**src/rtl/reg_bank_wr_arbiter_pkg.sv**
```systemverilog
// Shared types and defaults for the register-bank write arbiter.
// Holds FSM state codes, default geometry and a saturating counter helper.
package reg_bank_wr_arbiter_pkg;

  localparam int unsigned DefNreq = 4;
  localparam int unsigned DefNreg = 8;
  localparam int unsigned DefAw   = 3;
  localparam int unsigned DataW   = 32;
  localparam int unsigned CountW  = 16;

  typedef enum logic [1:0] {
    StIdle  = 2'd0,
    StGrant = 2'd1,
    StWrite = 2'd2
  } state_e;

  function automatic logic [CountW-1:0] sat_inc(input logic [CountW-1:0] v);
    return (&v) ? v : v + CountW'(1);
  endfunction

endpackage

```
**src/rtl/reg_bank_wr_arbiter_rr_arbiter.sv**
```systemverilog
// Combinational round-robin picker: first asserted request at or after the pointer,
// wrapping from NREQ-1 back to 0.
module rr_arbiter #(
  parameter int unsigned NREQ = 4,
  parameter int unsigned IW   = (NREQ > 1) ? $clog2(NREQ) : 1
) (
  input  logic [NREQ-1:0] i_req,
  input  logic [IW-1:0]   i_ptr,
  output logic [NREQ-1:0] o_gnt,
  output logic [IW-1:0]   o_idx,
  output logic            o_valid
);

  int unsigned w_cand;

  always_comb begin
    o_gnt   = '0;
    o_idx   = '0;
    o_valid = 1'b0;
    w_cand  = 0;
    for (int unsigned k = 0; k < NREQ; k++) begin
      w_cand = 32'(i_ptr) + k;
      if (w_cand >= NREQ) begin
        w_cand = w_cand - NREQ;
      end
      if (!o_valid && i_req[w_cand[IW-1:0]]) begin
        o_valid                = 1'b1;
        o_idx                  = w_cand[IW-1:0];
        o_gnt[w_cand[IW-1:0]]  = 1'b1;
      end
    end
  end

endmodule

```
**src/rtl/reg_bank_wr_arbiter.sv**
```systemverilog
// Round-robin write arbiter in front of a bank of dual-enable config registers:
// one granted write produces exactly one reg_sel/reg_wr_stb pulse.
module reg_bank_wr_arbiter
  import reg_bank_wr_arbiter_pkg::*;
#(
  parameter int unsigned NREQ = DefNreq,
  parameter int unsigned NREG = DefNreg,
  parameter int unsigned AW   = DefAw
) (
  input  logic                  clk,
  input  logic                  reset_n,
  input  logic                  freeze,
  input  logic [NREQ-1:0]       req_valid,
  input  logic [NREQ*AW-1:0]    req_addr,
  input  logic [NREQ*DataW-1:0] req_data,
  output logic [NREQ-1:0]       req_ready,
  output logic [NREQ-1:0]       req_err,
  output logic [DataW-1:0]      reg_wdata,
  output logic [NREG-1:0]       reg_sel,
  output logic                  reg_wr_stb,
  output logic                  busy,
  output logic [CountW-1:0]     wr_count
);

  localparam int unsigned IW = (NREQ > 1) ? $clog2(NREQ) : 1;

  state_e              r_state, w_state_d;
  logic [IW-1:0]       r_ptr, w_ptr_d;
  logic [IW-1:0]       r_win, w_win_d;
  logic [AW-1:0]       r_addr, w_addr_d;
  logic [DataW-1:0]    r_data, w_data_d;
  logic [DataW-1:0]    r_wdata, w_wdata_d;
  logic [NREG-1:0]     r_sel, w_sel_d;
  logic                r_stb, w_stb_d;
  logic [NREQ-1:0]     r_ready, w_ready_d;
  logic [NREQ-1:0]     r_err, w_err_d;
  logic                r_busy, w_busy_d;
  logic [CountW-1:0]   r_wr_count, w_wr_count_d;

  logic [AW-1:0]       w_req_addr [NREQ];
  logic [DataW-1:0]    w_req_data [NREQ];
  logic [NREQ-1:0]     w_arb_gnt;
  logic [IW-1:0]       w_arb_idx;
  logic                w_arb_valid;
  logic                w_addr_ok;

  for (genvar g = 0; g < NREQ; g++) begin : g_unpack
    assign w_req_addr[g] = req_addr[g*AW +: AW];
    assign w_req_data[g] = req_data[g*DataW +: DataW];
  end

  rr_arbiter #(
    .NREQ (NREQ),
    .IW   (IW)
  ) u_rr_arbiter (
    .i_req   (req_valid),
    .i_ptr   (r_ptr),
    .o_gnt   (w_arb_gnt),
    .o_idx   (w_arb_idx),
    .o_valid (w_arb_valid)
  );

  // Out-of-range addresses complete with an error instead of touching the bank.
  assign w_addr_ok = (32'(r_addr) < NREG);

  always_comb begin
    w_state_d    = r_state;
    w_ptr_d      = r_ptr;
    w_win_d      = r_win;
    w_addr_d     = r_addr;
    w_data_d     = r_data;
    w_wdata_d    = r_wdata;
    w_sel_d      = '0;
    w_stb_d      = 1'b0;
    w_ready_d    = '0;
    w_err_d      = '0;
    w_busy_d     = 1'b0;
    w_wr_count_d = r_wr_count;
    unique case (r_state)
      StIdle: begin
        if (w_arb_valid && !freeze) begin
          w_state_d = StGrant;
          w_win_d   = w_arb_idx;
          w_addr_d  = w_req_addr[w_arb_idx];
          w_data_d  = w_req_data[w_arb_idx];
          w_busy_d  = 1'b1;
        end
      end
      StGrant: begin
        w_state_d        = StWrite;
        w_wdata_d        = r_data;
        w_busy_d         = 1'b1;
        w_ready_d[r_win] = 1'b1;
        if (w_addr_ok) begin
          w_sel_d = NREG'(1) << r_addr;
          w_stb_d = 1'b1;
        end else begin
          w_err_d[r_win] = 1'b1;
        end
      end
      StWrite: begin
        w_state_d = StIdle;
        if (32'(r_win) == NREQ - 1) begin
          w_ptr_d = '0;
        end else begin
          w_ptr_d = r_win + IW'(1);
        end
        if (w_addr_ok) begin
          w_wr_count_d = sat_inc(r_wr_count);
        end
      end
      default: w_state_d = StIdle;
    endcase
  end

  // Asynchronous reset clears the enables at once, aborting any write in flight.
  always_ff @(posedge clk or negedge reset_n) begin
    if (!reset_n) begin
      r_state    <= StIdle;
      r_ptr      <= '0;
      r_win      <= '0;
      r_addr     <= '0;
      r_data     <= '0;
      r_wdata    <= '0;
      r_sel      <= '0;
      r_stb      <= 1'b0;
      r_ready    <= '0;
      r_err      <= '0;
      r_busy     <= 1'b0;
      r_wr_count <= '0;
    end else begin
      r_state    <= w_state_d;
      r_ptr      <= w_ptr_d;
      r_win      <= w_win_d;
      r_addr     <= w_addr_d;
      r_data     <= w_data_d;
      r_wdata    <= w_wdata_d;
      r_sel      <= w_sel_d;
      r_stb      <= w_stb_d;
      r_ready    <= w_ready_d;
      r_err      <= w_err_d;
      r_busy     <= w_busy_d;
      r_wr_count <= w_wr_count_d;
    end
  end

  assign req_ready  = r_ready;
  assign req_err    = r_err;
  assign reg_wdata  = r_wdata;
  assign reg_sel    = r_sel;
  assign reg_wr_stb = r_stb;
  assign busy       = r_busy;
  assign wr_count   = r_wr_count;

endmodule

```
**config.mk**
```make
export PLATFORM = sky130hd
export DESIGN_NAME = reg_bank_wr_arbiter
export DESIGN_NICKNAME = d
export VERILOG_FILES = /design/src/rtl/reg_bank_wr_arbiter_pkg.sv /design/src/rtl/reg_bank_wr_arbiter_rr_arbiter.sv /design/src/rtl/reg_bank_wr_arbiter.sv
export SDC_FILE = /design/constraint.sdc
export NUM_CORES = 1
export LEC_CHECK = 0
export CORE_ASPECT_RATIO = 0.75
export CORE_MARGIN = 8
export CORE_UTILIZATION = 44
export CTS_CLUSTER_DIAMETER = 80
export DETAILED_ROUTE_END_ITERATION = 12
export PLACE_DENSITY_LB_ADDON = 0.2
export SYNTH_ARGS = -nofsm -noshare
export SYNTH_HDL_FRONTEND = slang
export SYNTH_HIERARCHICAL = 1
export SYNTH_SLANG_ARGS = --single-unit
```
**constraint.sdc**
```tcl
create_clock -name clk -period 8.02 [get_ports clk]
set_input_delay 1.203 -clock clk [delete_from_list [all_inputs] [get_ports clk]]
set_output_delay 1.203 -clock clk [all_outputs]
set_load 0.05 [all_outputs]
```
# Word-level counts from Yosys, hierarchy flattened
# Cells that the tools add are included.
# word_totals
ff_bits	103
in_bits	147
output_inout_bits	66
# classes
add_sub_neg	9
magnitude_cmp	11
n_eq_ne	4
shifts	1
muxes	36
bitwise_logic	2
n_reduce_logical	13
# op_table
operator	n
binary-select mux 32 bit (select 2 bit)	1
two-way mux 32 bit	2
two-way mux 2 bit	10
adder 16 x 1 -> 16 bit (second input constant)	1
AND reduction 16 bit	1
less-than comparator 2 x 3 -> 1 bit (second input constant)	5
>= comparator 3 bit (second input constant)	4
two-way mux 1 bit	11
binary-select mux 1 bit (select 2 bit)	4
two-way mux 8 bit	1
<< shifter 1 x 3 -> 8 bit (first input constant)	1
subtractor 2 x 1 -> 2 bit (second input constant)	4
adder 2 x 2 -> 3 bit (second input constant)	2
binary-select mux 3 bit (select 2 bit)	1
two-way mux 3 bit	2
logical AND 1 bit	5
equality test 2 bit (second input constant)	2
logical NOT 1 bit	4
two-way mux 4 bit	1
case mux 2 bit (2 select lines)	1
AND reduction 2 bit	2
adder 2 x 1 -> 3 bit (second input constant)	1
>= comparator 2 x 3 -> 1 bit (second input constant)	1
NOT 2 -> 3 bit	1
8 further kinds	8

# Depth between registers and ports, before layout
# Gate-level depths: netlist of the first run.
# logic_depth
depth_word	18
mapped_depth	12

# Hierarchy
# Netlist of the first run, hierarchy kept.
# modules_own_cells
module	n_inst	cells_each	area_each_um2
reg_bank_wr_arbiter	1	387	4893.4
rr_arbiter	1	45	421.7

# Worst setup path before layout of the first run
# OpenSTA, ideal clock, no wires.
# synth_path
path_type	input to register
start	input req_valid[2]
end	register r_addr[2]
setup_ps	125
arrival_time_ps	3356
t_required_ps	7895
path_slack_ps	4539
path_stages	9
n_path_buf	3
cell_sequence	mux4_2 buf_6 nor4b_4 nor2_1 a32o_1 buf_2 clkbuf_1 mux4_2 mux2_2
# synth_between
elab_chain_cells	16
elab_cells_between_ends	28
classes_between	mux (19); bitwise (1); reduce/logical (8)
# synth_lines
element	line_no	source
from (decl)	reg_bank_wr_arbiter.sv:13	input logic [NREQ-1:0] req_valid,
binary-select mux 1 bit (select 2 bit)	reg_bank_wr_arbiter_rr_arbiter.sv:26	if (!o_valid && i_req[w_cand[IW-1:0]]) begin
two-way mux 1 bit (implied by the code)	reg_bank_wr_arbiter_rr_arbiter.sv:26	
two-way mux 1 bit	reg_bank_wr_arbiter_rr_arbiter.sv:26	
logical NOT 1 bit	reg_bank_wr_arbiter_rr_arbiter.sv:26	
logical AND 1 bit	reg_bank_wr_arbiter_rr_arbiter.sv:26	
two-way mux 1 bit	reg_bank_wr_arbiter_rr_arbiter.sv:26	
logical NOT 1 bit	reg_bank_wr_arbiter_rr_arbiter.sv:26	
logical AND 1 bit	reg_bank_wr_arbiter_rr_arbiter.sv:26	
two-way mux 1 bit	reg_bank_wr_arbiter_rr_arbiter.sv:26	
logical NOT 1 bit	reg_bank_wr_arbiter_rr_arbiter.sv:26	
logical AND 1 bit	reg_bank_wr_arbiter_rr_arbiter.sv:26	
two-way mux 2 bit *	reg_bank_wr_arbiter_rr_arbiter.sv:26	
via w_arb_idx[1]	reg_bank_wr_arbiter.sv:43	logic [IW-1:0] w_arb_idx;
NOT 2 -> 3 bit (implied by the code) *	reg_bank_wr_arbiter.sv:84	w_addr_d = w_req_addr[w_arb_idx];
binary-select mux 3 bit (select 2 bit) *	reg_bank_wr_arbiter.sv:84	
two-way mux 3 bit (implied by the code) * (2 in series)	reg_bank_wr_arbiter.sv:84	
to (signal assigned)	reg_bank_wr_arbiter.sv:135	r_addr <= w_addr_d;
to (decl)	reg_bank_wr_arbiter.sv:30	logic [AW-1:0] r_addr, w_addr_d;
# The timed path passes the listed nets; every way through them passes the cells marked *. The select of a mux whose other input is x is not followed.
# A chain may end at the register's enable or synchronous reset.

# Final worst setup path of the first run
# layout_path
start	input req_valid[3]
end	register r_data[12]
# layout_between
elab_chain_cells	16
elab_cells_between_ends	28
classes_between	mux (19); bitwise (1); reduce/logical (8)
# layout_lines
element	line_no	source
binary-select mux 1 bit (select 2 bit)	reg_bank_wr_arbiter_rr_arbiter.sv:26	
two-way mux 1 bit (implied by the code)	reg_bank_wr_arbiter_rr_arbiter.sv:26	
two-way mux 1 bit	reg_bank_wr_arbiter_rr_arbiter.sv:26	
logical NOT 1 bit	reg_bank_wr_arbiter_rr_arbiter.sv:26	
logical AND 1 bit	reg_bank_wr_arbiter_rr_arbiter.sv:26	
two-way mux 1 bit	reg_bank_wr_arbiter_rr_arbiter.sv:26	
logical NOT 1 bit	reg_bank_wr_arbiter_rr_arbiter.sv:26	
logical AND 1 bit	reg_bank_wr_arbiter_rr_arbiter.sv:26	
two-way mux 1 bit	reg_bank_wr_arbiter_rr_arbiter.sv:26	
logical NOT 1 bit	reg_bank_wr_arbiter_rr_arbiter.sv:26	
logical AND 1 bit	reg_bank_wr_arbiter_rr_arbiter.sv:26	
two-way mux 2 bit *	reg_bank_wr_arbiter_rr_arbiter.sv:26	
via w_arb_idx[1]	reg_bank_wr_arbiter.sv:43	
NOT 2 -> 3 bit (implied by the code) *	reg_bank_wr_arbiter.sv:85	w_data_d = w_req_data[w_arb_idx];
binary-select mux 32 bit (select 2 bit) *	reg_bank_wr_arbiter.sv:85	
two-way mux 32 bit (implied by the code) * (2 in series)	reg_bank_wr_arbiter.sv:85	
to (signal assigned)	reg_bank_wr_arbiter.sv:136	r_data <= w_data_d;
to (decl)	reg_bank_wr_arbiter.sv:31	logic [DataW-1:0] r_data, w_data_d;
# Marked as above.

==> impl_results.md, run 1 <==
* Hold buffers post-CTS at 0
* Share of the clock period used by the worst path at 51.2%
* Worst setup EP type: flip-flop
* Routed WL per cell at 18.5 um
* Delay of the slowest cell on the worst path at 960 ps
* Inserted Clock Buffers at 9
* Total number of yosys warnings at 6
* CP cell instances: clkdlybuf4s50_1 -> mux4_2 -> nor3_1 -> a32o_2 -> mux4_2 -> mux2_2
* Worst hold slack after final layout at 462 ps
* CTS root buffer: sky130_fd_sc_hd__clkbuf_16
* Vertical extent of the die at 110 um
* Internal power component at 1.78 mW
* Total grt overflow at 0
* Antenna violations before repair at 0
* Number of nets with antenna violations after detailed routing at 0
* H-Tree Level Count at 3
* Placed inst area at 7370 um2
* Mean cell area of the mapped netlist at 12.5 um2
* Setup Buffers After CTS at 0
* Core area at 11500 um2
* Number of global-route vias before repair at 4354
* Setup repair after global routing missed its margin: no
* Static leakage at 3.27 nW
* Post-CTS sizing at 0
* Critical Path Start Type: input port
* Switching portion of total power at a little over two fifths
* Ant. Diodes at 0
* Total wire length after detailed routing at 14.4 mm
* Largest vdd supply drop at between 200 and 250 uV
* DR pass1 iterations at 4
* Relative slew slack at 28.2%
* Hold crit path type: flip-flop to flip-flop
* Layout overhead on the synthesized area at 47.2%
* Ratio of cells with drive above 1 in the final layout at 16.7%
* Worst endpoint required time at roughly 8000 ps
* Net switching power figure at 1.31 mW
* Worst R2R Start: r_ptr[0]
* Sink count of the clock tree at ~100
* Crit Path Max Fanout at 36
* Clock latency reported for the late side of the worst-skew pair at 330 ps
* Data arrival at the endpoint of the critical path at approximately 4300 ps
* Part of the power in registers at 28.8%
* Via/cell ratio at 5.11
* Worst-margin pin slew at around 1100 ps
* Endpoints failing setup at 0
* Starting Density at 45.0%
* Count of unresolved DRC violations after routing at 0
* Clock transition at the register clock pins on the worst setup and hold paths after CTS at 70 ps
* Reg2reg path depth at 7
* Area of the mapped netlist at 5180 um2
* Post-route clock skew at 8.83 ps
* R2r endpoint: r_data[12]
* Synthesized instance count at 416
* Worst setup endpoint: r_data[12]
* Via total after detailed routing at 3985
* Result of the run: finished, final reports clean
* FMAX at between 0.2 and 0.25 GHz
* Largest buffer count on any clock path at 2
* Max-cap violations at 0
* Power density relative to cell area at a little over 400 nW/um2
* Nets at 767
* Detailed-placement wirelength estimate at 11.1 mm
* TritonCTS clock tree: built
* Boundary pin count at 213
* Post-route cell area at 7630 um2
* Die X-Extent at 141 um
* Worst path most repeated cell: sky130_fd_sc_hd__mux4_2
* Number of hold violations in the final report at 0
* Total chip power at between 3 and 4 mW
* Placer's final routability congestion estimate at 0.801
* Row cnt at 34
* Max-slew violation count at 0
* Global-route total usage across every layer at 18.4%
* Comb power frac at 58.5%
* Clock Power Share at 12.7%
* Post-route core utilization at 66.2%
* Register-to-register path setup slack at 4370 ps
* CP max-delay cell: sky130_fd_sc_hd__a32o_2
* Min Clock Period, post-route at between 4000 and 5000 ps
* First-pass GRT wire length at between 20 and 25 mm
* Source of the critical timing path: req_valid[3]
* Die footprint at 15500 um2
* Total negative setup slack at 0 ps
* Buffers on Ports at 208
* Worst Setup Path Type: input port to flip-flop
* Detailed router's first-iteration violation count at around 210
* Pin count of the biggest net entering global routing at between 50 and 60
stage by stage:
stage,std cells,setup WS (ps)
2_1_floorplan,419,4580
3_3_place_gp,765,3680
3_5_place_dp,765,3560
4_1_cts,780,3920
5_1_grt,780,3790
6_report,780,3920
flip-flops by register name, indices dropped and copies added (netlist names):
register and count:
busy 1, r_addr 3, r_data 32, r_ptr 2, r_state 2, r_win 2
reg_sel 8, reg_wdata 32, reg_wr_stb 1, req_ready 4, wr_count 16
power groups by stage:
| stage | sequential, mW | clock [mW] | combinational [mW] |
|---|---|---|---|
| after floorplan | 1.21 | 0 | 1.03 |
| after CTS | 0.890 | 0.405 | 1.84 |
| after global routing | 0.916 | 0.428 | 1.94 |
| after global placement | 0.888 | 0 | 1.79 |
| after detailed placement | 0.897 | 0 | 1.83 |
| final | 0.888 | 0.393 | 1.81 |
area by class of cell:
| class | count | area [um2] |
|---|---|---|
| Tap cell | 162 | 203 |
| Sequential cell | 103 | 2580 |
| Clock inverter | 5 | 35.0 |
| Fill cell | 909 | 3900 |
| Timing Repair Buffer | 212 | 2110 |
| Clock buffer | 10 | 229 |
| Inverter | 9 | 33.8 |
| Multi-Input combinational cell | 279 | 2440 |
worst min path at each step:
stage                from             to  slack [ps]  cells past startpoint
6_report       r_data[26]  reg_wdata[26]         460                      2
5_1_grt        r_data[25]  reg_wdata[25]         490                      2
4_1_cts        r_data[26]  reg_wdata[26]         460                      2
3_5_place_dp   r_data[26]  reg_wdata[26]         450                      2
3_3_place_gp    r_data[5]   reg_wdata[5]         450                      2
2_1_floorplan   r_data[0]   reg_wdata[0]         430                      2
cells in the final DEF (no fill, tap or decap), drive strengths merged, types with 6 or more instances in the layout:
| cell | n |
|---|---|
| clkdlybuf4s50 | 207 |
| nand2 | 104 |
| dfrtp | 103 |
| mux4 | 39 |
| mux2 | 38 |
| nor2 | 12 |
| nor3 | 11 |
| xor2 | 10 |
| inv | 10 |
| clkbuf | 10 |
| nand3 | 8 |
| ha | 6 |
| nand2b | 6 |
critical path: cells and delay by family:
| kind | cells | cell delay [ps] |
|---|---|---|
| buffers and inverters | 1 | 480 |
| AO/OA/AOI/OAI | 1 | 960 |
| multiplexers | 3 | 1340 |
| AND/OR/NAND/NOR | 1 | 330 |
layer usage:
metal  routed length (um)  GRT usage (%)
met4                  140           4.28
met1                 5750           21.5
met2                 7030           30.8
met3                 1520           8.69
met5                    0              0
No activity file was read; power rests on OpenSTA's default activity.
==> run 2: changes to the inputs <==
- clock period: 8.02 -> 3.8 ns (I/O delays scaled with it)
==> run 2 against run 1 <==
Net effect:
- power rose by 120%
- first-iteration DRC count decreased by 26%
- die area is the same
- combinational power rose by 120%
- design area rose by 0.87%
- sequential share of layout area down 0.29 points
- global-route usage is 0.65 points higher
- clock power rose by 130%
- critical path type unchanged
- largest power group unchanged
==> impl_results.md, run 2 (synthesized netlist as in run 1, its figures left out) <==
* Clock transition at the register clock pins on the worst setup and hold paths after CTS at 70 ps (about the same)
* Boundary pin count at 213 (unchanged)
* Core area at 11500 um2 (unchanged)
* Via/cell ratio at 5.20 (+1.7%)
* Most crowded layer after global routing: met2
* Number of nets with antenna violations after detailed routing at 0 (unchanged)
* Setup repair after global routing missed its margin: no
* Die X-Extent at 141 um (unchanged)
* FMAX at between 0.3 and 0.4 GHz
* Nets at 771 (+0.52%)
* Post-route core utilization at 66.8% (+0.58 points)
* Hold crit path type: input port to async pin
* Met2 GRT Util at 32.3% (+1.6 points)
* Share of the clock period used by the worst path at about 84%
* Result of the run: finished, final reports clean
* Vertical extent of the die at 110 um (unchanged)
* Post-Place Setup Slack at 243 ps (-3310 ps)
* Number of hold violations in the final report at 0 (unchanged)
* Placer's final routability congestion estimate at 0.895 (+12%)
* Number of global-route vias before repair at 4570 (+5.0%)
* Post-CTS sizing at 0 (unchanged)
* Clock latency reported for the late side of the worst-skew pair at 340 ps (about the same)
* Total negative setup slack at 0 ps (unchanged)
* Largest vdd supply drop at 487 uV (+100%)
* Post-layout instance count excluding filler cells at 784 (+0.51%)
* Layout overhead on the synthesized area at 48.5%
* H-Tree Level Count at 3 (unchanged)
* Worst setup EP type: flip-flop
* TritonCTS clock tree: built
* Post-route clock skew at 8.67 ps (-0.159 ps)
* Worst-margin pin slew at 848 ps (-228 ps)
* Internal power component at 3.88 mW (+120%)
* Static leakage at 3.30 nW (+0.92%)
* Worst Setup Path Type: input port to flip-flop
* Total chip power at 6.67 mW (+120%)
* Crit Path Max Fanout at 19 (-47%)
* Relative slew slack at 43.5% (+15 points)
* Most used cells in the layout excluding fill and tap cells: 207 x sky130_fd_sc_hd__clkdlybuf4s50_1, 104 x sky130_fd_sc_hd__nand2_1, 103 x sky130_fd_sc_hd__dfrtp_1
* GR met1 Demand/Resource at 22.2% (+0.67 points)
* Sink count of the clock tree at 103 (unchanged)
* Post-route cell area at 7700 um2 (+0.87%)
* CTS root buffer: sky130_fd_sc_hd__clkbuf_16
* First-pass GRT wire length at 23.0 mm (+2.9%)
* Placed inst area at 7410 um2 (+0.58%)
* Max-cap violations at 0 (unchanged)
* Data arrival at the endpoint of the critical path at 3410 ps (-920 ps)
* Antenna violations before repair at 0 (unchanged)
* Routed WL per cell at 18.8 um (+1.4%)
* Via total after detailed routing at 4075 (+2.3%)
* Leading cell type in the layout, fill and taps excluded: sky130_fd_sc_hd__clkdlybuf4s50_1
* Global-route total usage across every layer at 19.1% (+0.65 points)
* Part of the power in registers at 27.8% (-1.0 points)
* Pin count of the biggest net entering global routing at 68 (+28%)
* Hold buffers post-CTS at 0 (unchanged)
* Ant. Diodes at 0 (unchanged)
* Die footprint at 15500 um2 (unchanged)
* Setup Buffers After CTS at 0 (unchanged)
* Starting Density at 45.0% (unchanged)
* Total grt overflow at 0 (unchanged)
* Net switching power figure at 2.79 mW (+110%)
* Ratio of cells with drive above 1 in the final layout at 17.2% (+0.54 points)
* Power density relative to cell area at 867 nW/um2 (+110%)
* Detailed-placement wirelength estimate at 11.3 mm (+1.3%)
* Worst hold slack after final layout at 338 ps (-124 ps)
* Final setup slack of the worst path at 613 ps (-3300 ps)
* DR pass1 iterations at 4 (unchanged)
* Critical Path Start Type: input port
* Instance count after placement with tap cells included at 769 (+0.52%)
* Inserted Clock Buffers at 9 (unchanged)
* Switching portion of total power at 41.9% (-0.44 points)
* Worst endpoint required time at 4020 ps (-4220 ps)
* Total wire length after detailed routing at 14.7 mm (+1.9%)
* Clock Power Share at 13.6% (+0.9 points)
* Detailed router's first-iteration violation count at 155 (-26%)
* Count of unresolved DRC violations after routing at 0 (unchanged)
* Endpoints failing setup at 0 (unchanged)
* Comb power frac at 58.6% (about the same)
* Min Clock Period, post-route at 3190 ps
* Buffers on Ports at 208 (unchanged)
* Largest buffer count on any clock path at 2 (unchanged)
* Max-slew violation count at 0 (unchanged)
* Row cnt at 34 (unchanged)
* GR Util met3 at 8.05% (-0.65 points)
[run 2: worst max-delay path, cell delays in order]
cell                              delay [ps]
sky130_fd_sc_hd__clkdlybuf4s50_1         500
sky130_fd_sc_hd__mux4_1                  660
sky130_fd_sc_hd__nor2b_1                 170
sky130_fd_sc_hd__nor2_1                   80
sky130_fd_sc_hd__o31ai_4                 180
sky130_fd_sc_hd__buf_4                   390
sky130_fd_sc_hd__mux4_2                  560
sky130_fd_sc_hd__mux2_2                  280
[run 2: per-layer routing]
| layer | part of all wire (%) | wire length [um] | up-vias |
|---|---|---|---|
| li1 | - | - | 1870 |
| met1 | 40 | 5880 | 2021 |
| met2 | 49 | 7220 | 171 |
| met3 | 9.6 | 1410 | 13 |
| met4 | 1.4 | 199 | 0 |
| met5 | 0 | 0 | - |
[run 2: path summary, 6_finish.rpt]
kind                                    from            end  slack (ps)  depth (start not counted)
worst min-delay path                 reset_n   wr_count[15]         340                          1
worst max-delay path            req_valid[2]     r_data[24]         610                          8
min in group clk                  r_data[14]  reg_wdata[14]         470                          2
worst min register to register    r_data[14]  reg_wdata[14]         470                          2
max in group asynchronous            reset_n  reg_wdata[25]        2660                          2
worst max register to register      r_ptr[1]     r_data[24]         650                          9
[run 2: cell type report]
| class | instances | area (um2) |
|---|---|---|
| fill | 888 | 3830 |
| sequential | 103 | 2580 |
| timing repair buffer | 216 | 2150 |
| tap | 162 | 203 |
| inverter | 9 | 33.8 |
| clock buffer | 10 | 229 |
| multi-input combinational | 279 | 2440 |
| clock inverter | 5 | 58.8 |
[run 2: power by group through the flow]
stage          Combinational [mW]  Sequential, mW  Clock [mW]
4_1_cts                      3.97            1.86       0.930
3_5_place_dp                 3.96            1.87           0
3_3_place_gp                 3.86            1.85           0
6_report                     3.91            1.86       0.904
2_1_floorplan                2.17            2.55           0
5_1_grt                      4.19            1.91       0.971
==> run 3: changes to the inputs <==
- CORE_UTILIZATION: 44 -> 40
- clock period: 3.8 -> 2.92 ns (I/O delays scaled with it)
==> run 3 against run 2 <==
Net effect:
- sequential share of layout area shrank 1.5 points
- sequential cell count is the same
- clock power is 27% higher
- critical endpoint is now r_addr[0]
==> impl_results.md, run 3 (synthesized netlist as in run 1, its figures left out) <==
* Die X-Extent at 147 um (+4.3%)
* Largest vdd supply drop at 874 uV (+79%)
* Power density relative to cell area at 1170 nW/um2 (+35%)
* Net switching power figure at 3.82 mW (+37%)
* Critical Path Start Type: flip-flop
* Most used cells in the layout excluding fill and tap cells: 203 x sky130_fd_sc_hd__clkdlybuf4s50_1, 104 x sky130_fd_sc_hd__nand2_1, 103 x sky130_fd_sc_hd__dfrtp_1
* Vertical extent of the die at 115 um (+4.2%)
* Instance count after placement with tap cells included at 790 (+2.7%)
* Die footprint at 16900 um2 (+8.7%)
* FMAX at between 0.3 and 0.4 GHz
* Crit Path Max Fanout at 10 (-9)
* Layout overhead on the synthesized area at 55.6%
* Leading cell type in the layout, fill and taps excluded: sky130_fd_sc_hd__clkdlybuf4s50_1
* Antenna violations before repair at 0 (unchanged)
* Reg2reg path depth at 11 (+2)
* Worst-margin pin slew at 579 ps (-269 ps)
* Largest buffer count on any clock path at 2 (unchanged)
* Total grt overflow at 0 (unchanged)
* Ratio of cells with drive above 1 in the final layout at 21.2% (+4.0 points)
* Nets at 794 (+3.0%)
* Number of hold violations in the final report at 0 (unchanged)
* Result of the run: finished, final reports clean
* Detailed router's first-iteration violation count at 171 (+10%)
* Number of global-route vias before repair at 4574 (+0.088%)
* Part of the power in registers at 25.4% (-2.4 points)
* Routed WL per cell at 18.7 um (-0.38%)
* Ant. Diodes at 0 (unchanged)
* Inserted Clock Buffers at 9 (unchanged)
* Worst endpoint required time at 3140 ps (-880 ps)
* Switching portion of total power at 40.4% (-1.5 points)
* Share of the clock period used by the worst path at 97.0%
* Post-layout instance count excluding filler cells at 817 (+4.2%)
* Filler Cells Inserted at 996 (+12%)
* Global-route total usage across every layer at 17.8% (-1.3 points)
* TritonCTS clock tree: built
* Source of the critical timing path: r_ptr[1]
* Via/cell ratio at 5.12 (-1.4%)
* Core area at 12800 um2 (+11%)
* Relative slew slack at 61.4% (+18 points)
* Number of nets with antenna violations after detailed routing at 0 (unchanged)
* Count of unresolved DRC violations after routing at 0 (unchanged)
* Max-cap violations at 0 (unchanged)
* Area of the multi-input gates at 2470 um2 (+0.97%)
* First-pass GRT wire length at 23.6 mm (+2.6%)
* Total wire length after detailed routing at 15.3 mm (+3.8%)
* Post-route clock skew at 7.54 ps (-1.14 ps)
* R2r endpoint: r_addr[0]
* Static leakage at 3.51 nW (+6.4%)
* Clock transition at the register clock pins on the worst setup and hold paths after CTS at 70 ps (about the same)
* Max-slew violation count at 0 (unchanged)
* Min Clock Period, post-route at 2830 ps
* Endpoints failing setup at 0 (unchanged)
* Hold crit path type: input port to async pin
* Worst Setup Path Type: flip-flop to flip-flop
* Detailed-placement wirelength estimate at 11.7 mm (+3.8%)
* Pin count of the biggest net entering global routing at 61 (-10%)
* Comb power frac at 62.4% (+3.8 points)
* Internal power component at 5.64 mW (+46%)
* Worst setup EP type: flip-flop
* DR pass1 iterations at 4 (unchanged)
* Boundary pin count at 213 (unchanged)
* CTS root buffer: sky130_fd_sc_hd__clkbuf_16
* Via total after detailed routing at 4186 (+2.7%)
* Total negative setup slack at 0 ps (unchanged)
* Register-to-register path setup slack at 90 ps (-560 ps)
* Data arrival at the endpoint of the critical path at 3050 ps (-360 ps)
* H-Tree Level Count at 3 (unchanged)
* Starting Density at 40.4% (-4.6 points)
* Placer's final routability congestion estimate at 0.876 (-2.1%)
* Row cnt at 36 (+5.9%)
* Buffers on Ports at 208 (unchanged)
* Sink count of the clock tree at 103 (unchanged)
* Clock Power Share at 12.2% (-1.4 points)
* Total chip power at 9.46 mW (+42%)
* Clock latency reported for the late side of the worst-skew pair at 340 ps (about the same)
* Sequential cell area at 2580 um2 (unchanged)
* Worst R2R Start: r_ptr[1]
==> run 3: changes by cell type in the layout (fill, tap and decap cells not counted), sizes merged <==
cell,before,now
inv,10,11
clkinvlp,2,0
clkbuf,10,13
clkinv,1,3
dlymetal6s2s,0,4
clkdlybuf4s50,207,203
bufinv,1,0
buf,9,30
==> run 3: power by group through the flow <==
stage	combinational (mW)	clock (mW)	sequential, mW
CTS	5.67	1.20	2.41
finish	5.91	1.15	2.40
detailed placement	5.53	0	2.42
global route	6.32	1.24	2.48
global placement	5.41	0	2.41
floorplan	2.83	0	3.32
==> run 3: worst max path at each step <==
stage,to,depth (start not counted),slack (ps)
after floorplan,r_addr[2],12,-8
after global placement,r_addr[1],9,-410
after detailed placement,r_addr[1],9,-480
after CTS,r_addr[1],10,20
after global routing,r_data[13],10,-8
final,r_addr[0],11,90
==> run 3: area by class of cell <==
cell class / instances / share of cell area [%]
Sequential cell: 103 / 31.9
Timing Repair Buffer: 239 / 30.8
Multi-Input combinational cell: 279 / 30.6
Clock buffer: 11 / 3.13
Tap cell: 171 / 2.65
Clock inverter: 5 / 0.496
Inverter: 9 / 0.419
==> run 3: timing repair <==
item,4_1_cts,5_1_grt
buffers inserted,7,2
setup endpoints to repair,34,35
hold buffers,0,0
pin swaps,2,2
hold endpoints to repair,0,0
resized for setup,4,10
gates cloned,0,2
==> run 3: per-layer routing <==
layer	vias up	wire length (um)	track usage (%)
met4	0	134	3.59
met1	2094	6240	21.0
met5	-	0	0
met3	12	1230	6.48
li1	1921	-	-
met2	159	7660	30.6
==> run 3: critical path, stage by stage, from the launching register on <==
cell                      delay, ps
sky130_fd_sc_hd__dfrtp_1        380
sky130_fd_sc_hd__inv_1          120
sky130_fd_sc_hd__ha_4           310
sky130_fd_sc_hd__mux4_2         340
sky130_fd_sc_hd__buf_6          160
sky130_fd_sc_hd__nor4b_4        240
sky130_fd_sc_hd__nor2_1          70
sky130_fd_sc_hd__a32o_2         240
sky130_fd_sc_hd__buf_12         140
sky130_fd_sc_hd__buf_12         140
sky130_fd_sc_hd__mux4_2         300
sky130_fd_sc_hd__mux2_2         280
==> run 3: through the flow <==
stage,area (um2),setup slack [ps],hold WS (ps),utilization (%)
floorplan,5200,-7.75,142,-
global placement,7600,-412,444,59.2
detailed placement,7600,-482,454,59.2
CTS,7970,23.6,111,62.0
global route,8070,-8.31,129,62.9
finish,8070,86.6,92.1,62.9
